--- src/rtl/action_decoder_if.sv ---
// Button-to-action request bundle: raw switch levels in, one-at-a-time action offers out.
// master is the decoder side, slave is the switch/consumer side.
interface action_decoder_if;
  logic [7:0] buttons;
  logic       action_ready;
  logic       action_valid;
  logic [2:0] action_code;
  logic [5:0] pressed;
  logic       busy;
  logic [7:0] dropped;

  modport master (
    input  buttons, action_ready,
    output action_valid, action_code, pressed, busy, dropped
  );

  modport slave (
    output buttons, action_ready,
    input  action_valid, action_code, pressed, busy, dropped
  );
endinterface

--- src/rtl/action_decoder.sv ---
// Sync+debounce+edge-detect six buttons, latch presses, offer lowest pending over valid/ready (held until ready).
// Press-to-valid: 2+DEBOUNCE_CYCLES to pressed, +2 to valid; ACTION_COOLDOWN_EN adds a post-accept cooldown that drops presses.
module action_decoder #(
  parameter logic [15:0] DEBOUNCE_CYCLES = 16'd50_000,
  parameter logic [23:0] COOLDOWN_CYCLES = 24'd10_000_000
) (
  input  logic             clk,
  input  logic             reset,
  action_decoder_if.master bus
);

  typedef enum logic [1:0] {
    S_IDLE  = 2'd0,
    S_OFFER = 2'd1,
    S_COOL  = 2'd2
  } state_e;

  state_e      state_q, state_d;
  logic [5:0]  sync1_q, sync2_q;
  logic [15:0] db_cnt_q [6];
  logic [15:0] db_cnt_d [6];
  logic [5:0]  pressed_q, pressed_d;
  logic [5:0]  pressed_prev_q;
  logic [5:0]  pending_q, pending_d;
  logic [5:0]  pend_set, pend_clr;
  logic [5:0]  rise;
  logic [2:0]  sel_code;
  logic        valid_q, valid_d;
  logic [2:0]  code_q, code_d;
  logic        busy_q, busy_d;
  logic [7:0]  dropped_q, dropped_d;
  logic        unused_hi_buttons;

  assign unused_hi_buttons = ^bus.buttons[7:6];

`ifdef ACTION_COOLDOWN_EN
  logic [23:0] cool_q, cool_d;
  logic [8:0]  drop_sum;

  assign drop_sum = {1'b0, dropped_q} + 9'($countones(rise));
`else
  logic [23:0] unused_cooldown;

  assign unused_cooldown = COOLDOWN_CYCLES;
`endif

  // A level only flips after DEBOUNCE_CYCLES consecutive cycles of disagreement.
  always_comb begin
    pressed_d = pressed_q;
    for (int i = 0; i < 6; i++) begin
      db_cnt_d[i] = '0;
      if (sync2_q[i] != pressed_q[i]) begin
        if (db_cnt_q[i] == DEBOUNCE_CYCLES - 16'd1) begin
          pressed_d[i] = ~pressed_q[i];
        end else begin
          db_cnt_d[i] = db_cnt_q[i] + 16'd1;
        end
      end
    end
  end

  assign rise = pressed_q & ~pressed_prev_q;

  always_comb begin
    sel_code = 3'd0;
    for (int i = 5; i >= 0; i--) begin
      if (pending_q[i]) begin
        sel_code = 3'(i + 1);
      end
    end
  end

  always_comb begin
    state_d   = state_q;
    valid_d   = valid_q;
    code_d    = code_q;
    pend_set  = rise;
    pend_clr  = '0;
    dropped_d = dropped_q;
`ifdef ACTION_COOLDOWN_EN
    cool_d    = cool_q;
`endif
    unique case (state_q)
      S_IDLE: begin
        if (pending_q != '0) begin
          state_d = S_OFFER;
          valid_d = 1'b1;
          code_d  = sel_code;
        end
      end
      S_OFFER: begin
        // A same-cycle re-press of the offered bit is set then cleared, i.e. merged.
        if (bus.action_ready) begin
          pend_clr = 6'b000001 << (code_q - 3'd1);
          valid_d  = 1'b0;
          code_d   = 3'd0;
`ifdef ACTION_COOLDOWN_EN
          state_d  = S_COOL;
          cool_d   = COOLDOWN_CYCLES - 24'd1;
`else
          state_d  = S_IDLE;
`endif
        end
      end
`ifdef ACTION_COOLDOWN_EN
      S_COOL: begin
        pend_set  = '0;
        dropped_d = (drop_sum > 9'd255) ? 8'd255 : drop_sum[7:0];
        if (cool_q == '0) begin
          state_d = S_IDLE;
        end else begin
          cool_d = cool_q - 24'd1;
        end
      end
`endif
      default: state_d = S_IDLE;
    endcase
    pending_d = (pending_q | pend_set) & ~pend_clr;
    busy_d    = (state_d != S_IDLE);
  end

  always_ff @(posedge clk or posedge reset) begin
    if (reset) begin
      state_q        <= S_IDLE;
      sync1_q        <= '0;
      sync2_q        <= '0;
      pressed_q      <= '0;
      pressed_prev_q <= '0;
      pending_q      <= '0;
      valid_q        <= 1'b0;
      code_q         <= 3'd0;
      busy_q         <= 1'b0;
      dropped_q      <= '0;
      for (int i = 0; i < 6; i++) begin
        db_cnt_q[i] <= '0;
      end
    end else begin
      state_q        <= state_d;
      sync1_q        <= bus.buttons[5:0];
      sync2_q        <= sync1_q;
      pressed_q      <= pressed_d;
      pressed_prev_q <= pressed_q;
      pending_q      <= pending_d;
      valid_q        <= valid_d;
      code_q         <= code_d;
      busy_q         <= busy_d;
      dropped_q      <= dropped_d;
      for (int i = 0; i < 6; i++) begin
        db_cnt_q[i] <= db_cnt_d[i];
      end
    end
  end

`ifdef ACTION_COOLDOWN_EN
  always_ff @(posedge clk or posedge reset) begin
    if (reset) begin
      cool_q <= '0;
    end else begin
      cool_q <= cool_d;
    end
  end
`endif

  assign bus.action_valid = valid_q;
  assign bus.action_code  = code_q;
  assign bus.pressed      = pressed_q;
  assign bus.busy         = busy_q;
  assign bus.dropped      = dropped_q;

endmodule

--- src/flat_wrapper.sv ---
// flat-port wrapper written by rule: the top's interface ports become plain ports
module action_decoder_flat 
#(
  parameter logic [15:0] DEBOUNCE_CYCLES = 16'd50_000,
  parameter logic [23:0] COOLDOWN_CYCLES = 24'd10_000_000
)
  (clk, reset, bus_buttons, bus_action_ready, bus_action_valid, bus_action_code, bus_pressed, bus_busy, bus_dropped);
  action_decoder_if bus_i ();
  input  logic clk;
  input  logic reset;
  input wire logic [$bits(bus_i.buttons)-1:0] bus_buttons;
  input wire logic [$bits(bus_i.action_ready)-1:0] bus_action_ready;
  output wire logic [$bits(bus_i.action_valid)-1:0] bus_action_valid;
  output wire logic [$bits(bus_i.action_code)-1:0] bus_action_code;
  output wire logic [$bits(bus_i.pressed)-1:0] bus_pressed;
  output wire logic [$bits(bus_i.busy)-1:0] bus_busy;
  output wire logic [$bits(bus_i.dropped)-1:0] bus_dropped;
  assign bus_i.buttons = bus_buttons;
  assign bus_i.action_ready = bus_action_ready;
  assign bus_action_valid = bus_i.action_valid;
  assign bus_action_code = bus_i.action_code;
  assign bus_pressed = bus_i.pressed;
  assign bus_busy = bus_i.busy;
  assign bus_dropped = bus_i.dropped;
  action_decoder #(.DEBOUNCE_CYCLES(DEBOUNCE_CYCLES), .COOLDOWN_CYCLES(COOLDOWN_CYCLES)) u_core (.clk(clk), .reset(reset), .bus(bus_i));
endmodule
--- config.mk ---
export PLATFORM = sky130hd
export DESIGN_NAME = action_decoder_flat
export DESIGN_NICKNAME = d
export VERILOG_FILES = /design/src/rtl/action_decoder_if.sv /design/src/rtl/action_decoder.sv /design/src/flat_wrapper.sv
export SDC_FILE = /design/constraint.sdc
export NUM_CORES = 1
export LEC_CHECK = 0
export ABC_AREA = 1
export CELL_PAD_IN_SITES_DETAIL_PLACEMENT = 0
export CELL_PAD_IN_SITES_GLOBAL_PLACEMENT = 1
export CORE_MARGIN = 3
export CORE_UTILIZATION = 49
export CTS_CLUSTER_DIAMETER = 120
export DETAILED_ROUTE_END_ITERATION = 12
export MAX_ROUTING_LAYER = met4
export PLACE_DENSITY = 0.89
export SLEW_MARGIN = 20
export SYNTH_ARGS = -nofsm -noshare
export SYNTH_HDL_FRONTEND = slang
export SYNTH_SLANG_ARGS = --single-unit
--- constraint.sdc ---
create_clock -name clk -period 9.5 [get_ports clk]
set_input_delay 1.425 -clock clk [delete_from_list [all_inputs] [get_ports clk]]
set_output_delay 1.425 -clock clk [all_outputs]
set_load 0.005 [all_outputs]
==> flow_summary.json <==
{
  "period_needed_ns": 2.89,
  "avgSynthCellArea_um2": 7.82,
  "critPathLaunchType": "flop",
  "holdPathStages": 0,
  "max_cap_viol_count": 0,
  "startpoint": "u_core.bus.pressed[1]$_DFFE_PP0P_",
  "cts_buffer_depth": 2,
  "rsz0062_at_grt": "no",
  "cts_sinks": 133,
  "postRouteWirelength_mm": 13.4,
  "r2r_start": "u_core.db_cnt_q[64]$_DFF_PP0_",
  "power_per_cell_area_nw_per_um2": 175,
  "dp.cells": 1072,
  "synthXorXnorAreaFrac": 0.0418,
  "start_util": 0.509,
  "hp-class": "flop to flop",
  "crit_chain": "clkdlybuf4s50_1",
  "finalClockSkew_ns": 0.00538,
  "period_share": 0.304,
  "p_comb_frac": 0.062,
  "ys_types": 33,
  "pre_cts_ws_ns": 6.19,
  "switchingPower_uw": 311,
  "ys.warnings.count": 0,
  "p_clk_frac": 0.488,
  "antenna_found_initial": 0,
  "die_h_um": 124,
  "r2r_setup_slack_ns": 7.96,
  "synth_area_um2": 6850,
  "endpoint": "bus_pressed[1]",
  "tns_ns": 0,
  "io_pins": 30,
  "postRouteAntennaNets": 0,
  "slew_violations": 0,
  "critPathKind": "flop to primary output",
  "cp.depth": 1,
  "power_frac_seq": 0.450,
  "dr.first_iter.drc_count": 312,
  "synthMuxAreaShare": 0,
  "gp_congestion": 0.842,
  "num_rows": 42,
  "hold_buffers": 0,
  "syn2layout_area_growth_pct": 14.6,
  "io_buffers": 19,
  "synthSimpleGateAreaFrac": 0.350,
  "cts_tree": "done",
  "swShare": 0.227,
  "cts_htree_levels": 4,
  "cts_resized": 0,
  "dieArea_um2": 15400,
  "clock_latency_ns": 0.41,
  "cts_root_buffer": "clkbuf_16",
  "final-instance-count-excl-fill": 1104,
  "status": "finished clean",
  "seq_area_frac_synth": 0.486,
  "vias": 5301,
  "synth_compound_area_frac": 0.0391,
  "clk_pin_slew_ns": 0.06,
  "cp_max_fo": 5,
  "track_usage": 0.191,
  "wl_per_cell_um": 12.2,
  "fillerInstances": 1270,
  "drive_gt1_frac": 0.0981,
  "core_um2": 13500,
  "end_kind": "primary output",
  "tightest_slew_ns": 0.905,
  "syn_inst": 876,
  "peakVddDrop_mv": 0.125,
  "numCtsBuffers": 17,
  "grt_pass1_wl_mm": 23.9,
  "synth_top_family_by_area": "simple AND/OR/NAND/NOR gates",
  "r2r-end": "u_core.db_cnt_q[67]$_DFF_PP0_",
  "grt_max_degree": 75,
  "fin_area_um2": 7850,
  "cpPeakStageDelay_ns": 0.56,
  "vias_per_cell": 4.80,
  "post_cts.repair.setup_buffers": 0,
  "dpl_cell_area_um2": 7240,
  "ys_ff_latch": 133,
  "cp_num_buf_inv": 1,
  "grt_overflow": 0,
  "n_antenna_cell": 0,
  "firstDrtPassIters": 4,
  "p_leak_uw": 0.00354,
  "setup_ws_ns": 6.61,
  "die_w_um": 124,
  "dp_hpwl_mm": 9.50,
  "arrival_ns": 1.47,
  "synth_fa_ha_area_frac": 0.0128,
  "reg2reg_depth": 8,
  "crit_required_ns": 8.08,
  "fin_nets": 933,
  "internal_power_uw": 1060,
  "route.detailed.drc": 0,
  "crit_family": "buffers and inverters",
  "setup_viol": 0,
  "final_hold_viol_count": 0,
  "clock.fmax_mhz": 346,
  "maxSlewHeadroom": 0.397,
  "crit_path_top_delay_cell": "clkdlybuf4s50_1",
  "grt_pass1_vias": 5167
}
-- routing by layer --
layer  share of wire  vias to the layer above  track usage
li1                -                     2806            -
met1            0.48                     2413        0.252
met2            0.47                       71        0.297
met3           0.037                       11       0.0463
met4           0.011                        0       0.0554
met5               0                        -            -
-- registers in the layout, summed over array words and instances (netlist names) --
signal,count
u_core.sync2_q,6
u_core.state_q,2
u_core.pending_q,6
u_core.bus.action_code,3
u_core.bus.busy,1
u_core.bus.action_valid,1
u_core.sync1_q,6
u_core.bus.pressed,6
u_core.pressed_prev_q,6
u_core.db_cnt_q,96
-- layout by cell type (no fill, tap or decap), drive strengths merged --
cell type / synthesis / layout
nor2: 213 / 213
nand2: 211 / 211
dfrtp: 133 / 133
inv: 110 / 110
nand3: 73 / 73
xor2: 28 / 28
clkbuf: 0 / 24
a21oi: 23 / 23
clkdlybuf4s50: 0 / 19
nor3: 18 / 18
nand4: 14 / 14
o21bai: 9 / 9
conb: 1 / 9
o21ai: 8 / 8
ha: 7 / 7
nor3b: 6 / 6
clkinv: 2 / 4
nand3b: 3 / 3
xnor2: 3 / 3
a31oi: 3 / 3
bufinv: 0 / 3
clkinvlp: 0 / 3
o31ai: 2 / 2
and2: 1 / 1
buf: 8 / 1
-- power groups by stage --
stage / Sequential, µW / Combinational (µW) / Clock, µW
after global placement: 626 / 85.6 / 0
after detailed placement: 626 / 85.9 / 0
after global routing: 620 / 99.7 / 711
after floorplan: 620 / 57.7 / 0
after CTS: 616 / 87.1 / 685
final: 616 / 84.6 / 669
-- how the worst min path moves through the flow --
stage,start,to
global route,u_core.sync1_q[1]$_DFF_PP0_,u_core.sync2_q[1]$_DFF_PP0_
floorplan,u_core.sync1_q[0]$_DFF_PP0_,u_core.sync2_q[0]$_DFF_PP0_
detailed placement,u_core.sync1_q[0]$_DFF_PP0_,u_core.sync2_q[0]$_DFF_PP0_
CTS,u_core.sync1_q[0]$_DFF_PP0_,u_core.sync2_q[0]$_DFF_PP0_
global placement,u_core.sync1_q[2]$_DFF_PP0_,u_core.sync2_q[2]$_DFF_PP0_
finish,u_core.sync1_q[0]$_DFF_PP0_,u_core.sync2_q[0]$_DFF_PP0_
-- cell type report --
class                           count  area (µm²)  share of cell area
Sequential cell                   133        3330               0.424
Multi-Input combinational cell    631        3070               0.391
Clock buffer                       24         482              0.0614
Inverter                          112         427              0.0544
Tap cell                          176         220              0.0281
Timing Repair Buffer               20         198              0.0252
Clock inverter                      8         123              0.0156
-- synth_stat cells --
library cell	count	area, µm²
nor3_1	14	70.1
o21bai_1	9	67.6
inv_1	99	372
nor2_2	14	87.6
nand2_1	196	736
nor3b_2	3	37.5
clkinv_2	1	5.00
and2_1	1	6.26
nor2_1	191	717
a21oi_4	1	16.3
nand3b_1	3	22.5
o31ai_1	2	15.0
xor2_1	26	228
nor3_2	4	40.0
nand3_1	71	355
o21ai_0	6	30.0
nand3_2	2	20.0
nand2_2	13	81.3
nand4_1	14	87.6
buf_4	8	60.1
ha_1	7	87.6
nor3b_1	3	22.5
xnor2_1	3	26.3
inv_2	11	41.3
dfrtp_1	133	3330
nand2_4	2	22.5
a31oi_1	3	18.8
a21oi_1	22	110
xor2_2	2	32.5
conb_1	1	3.75
clkinv_1	1	3.75
o21ai_1	2	10.0
nor2_4	8	90.1
-- metrics by stage --
step                      power [µW]   util  hold WS, ns
after floorplan                  678      -        0.331
after global placement           711  0.539        0.332
after detailed placement         712  0.539        0.335
after CTS                       1390  0.583        0.347
after global routing            1430  0.583        0.353
final                           1370  0.583        0.345
-- kinds of logic after synthesis --
logic type	Yosys count
AO/OA/AOI/OAI	45
XOR/XNOR	31
adder cells (fa/ha/maj)	7
buffers and inverters	120
flip-flops	133
other	1
AND/OR/NAND/NOR	539
Note: power is estimated with default switching activity, not from simulation.
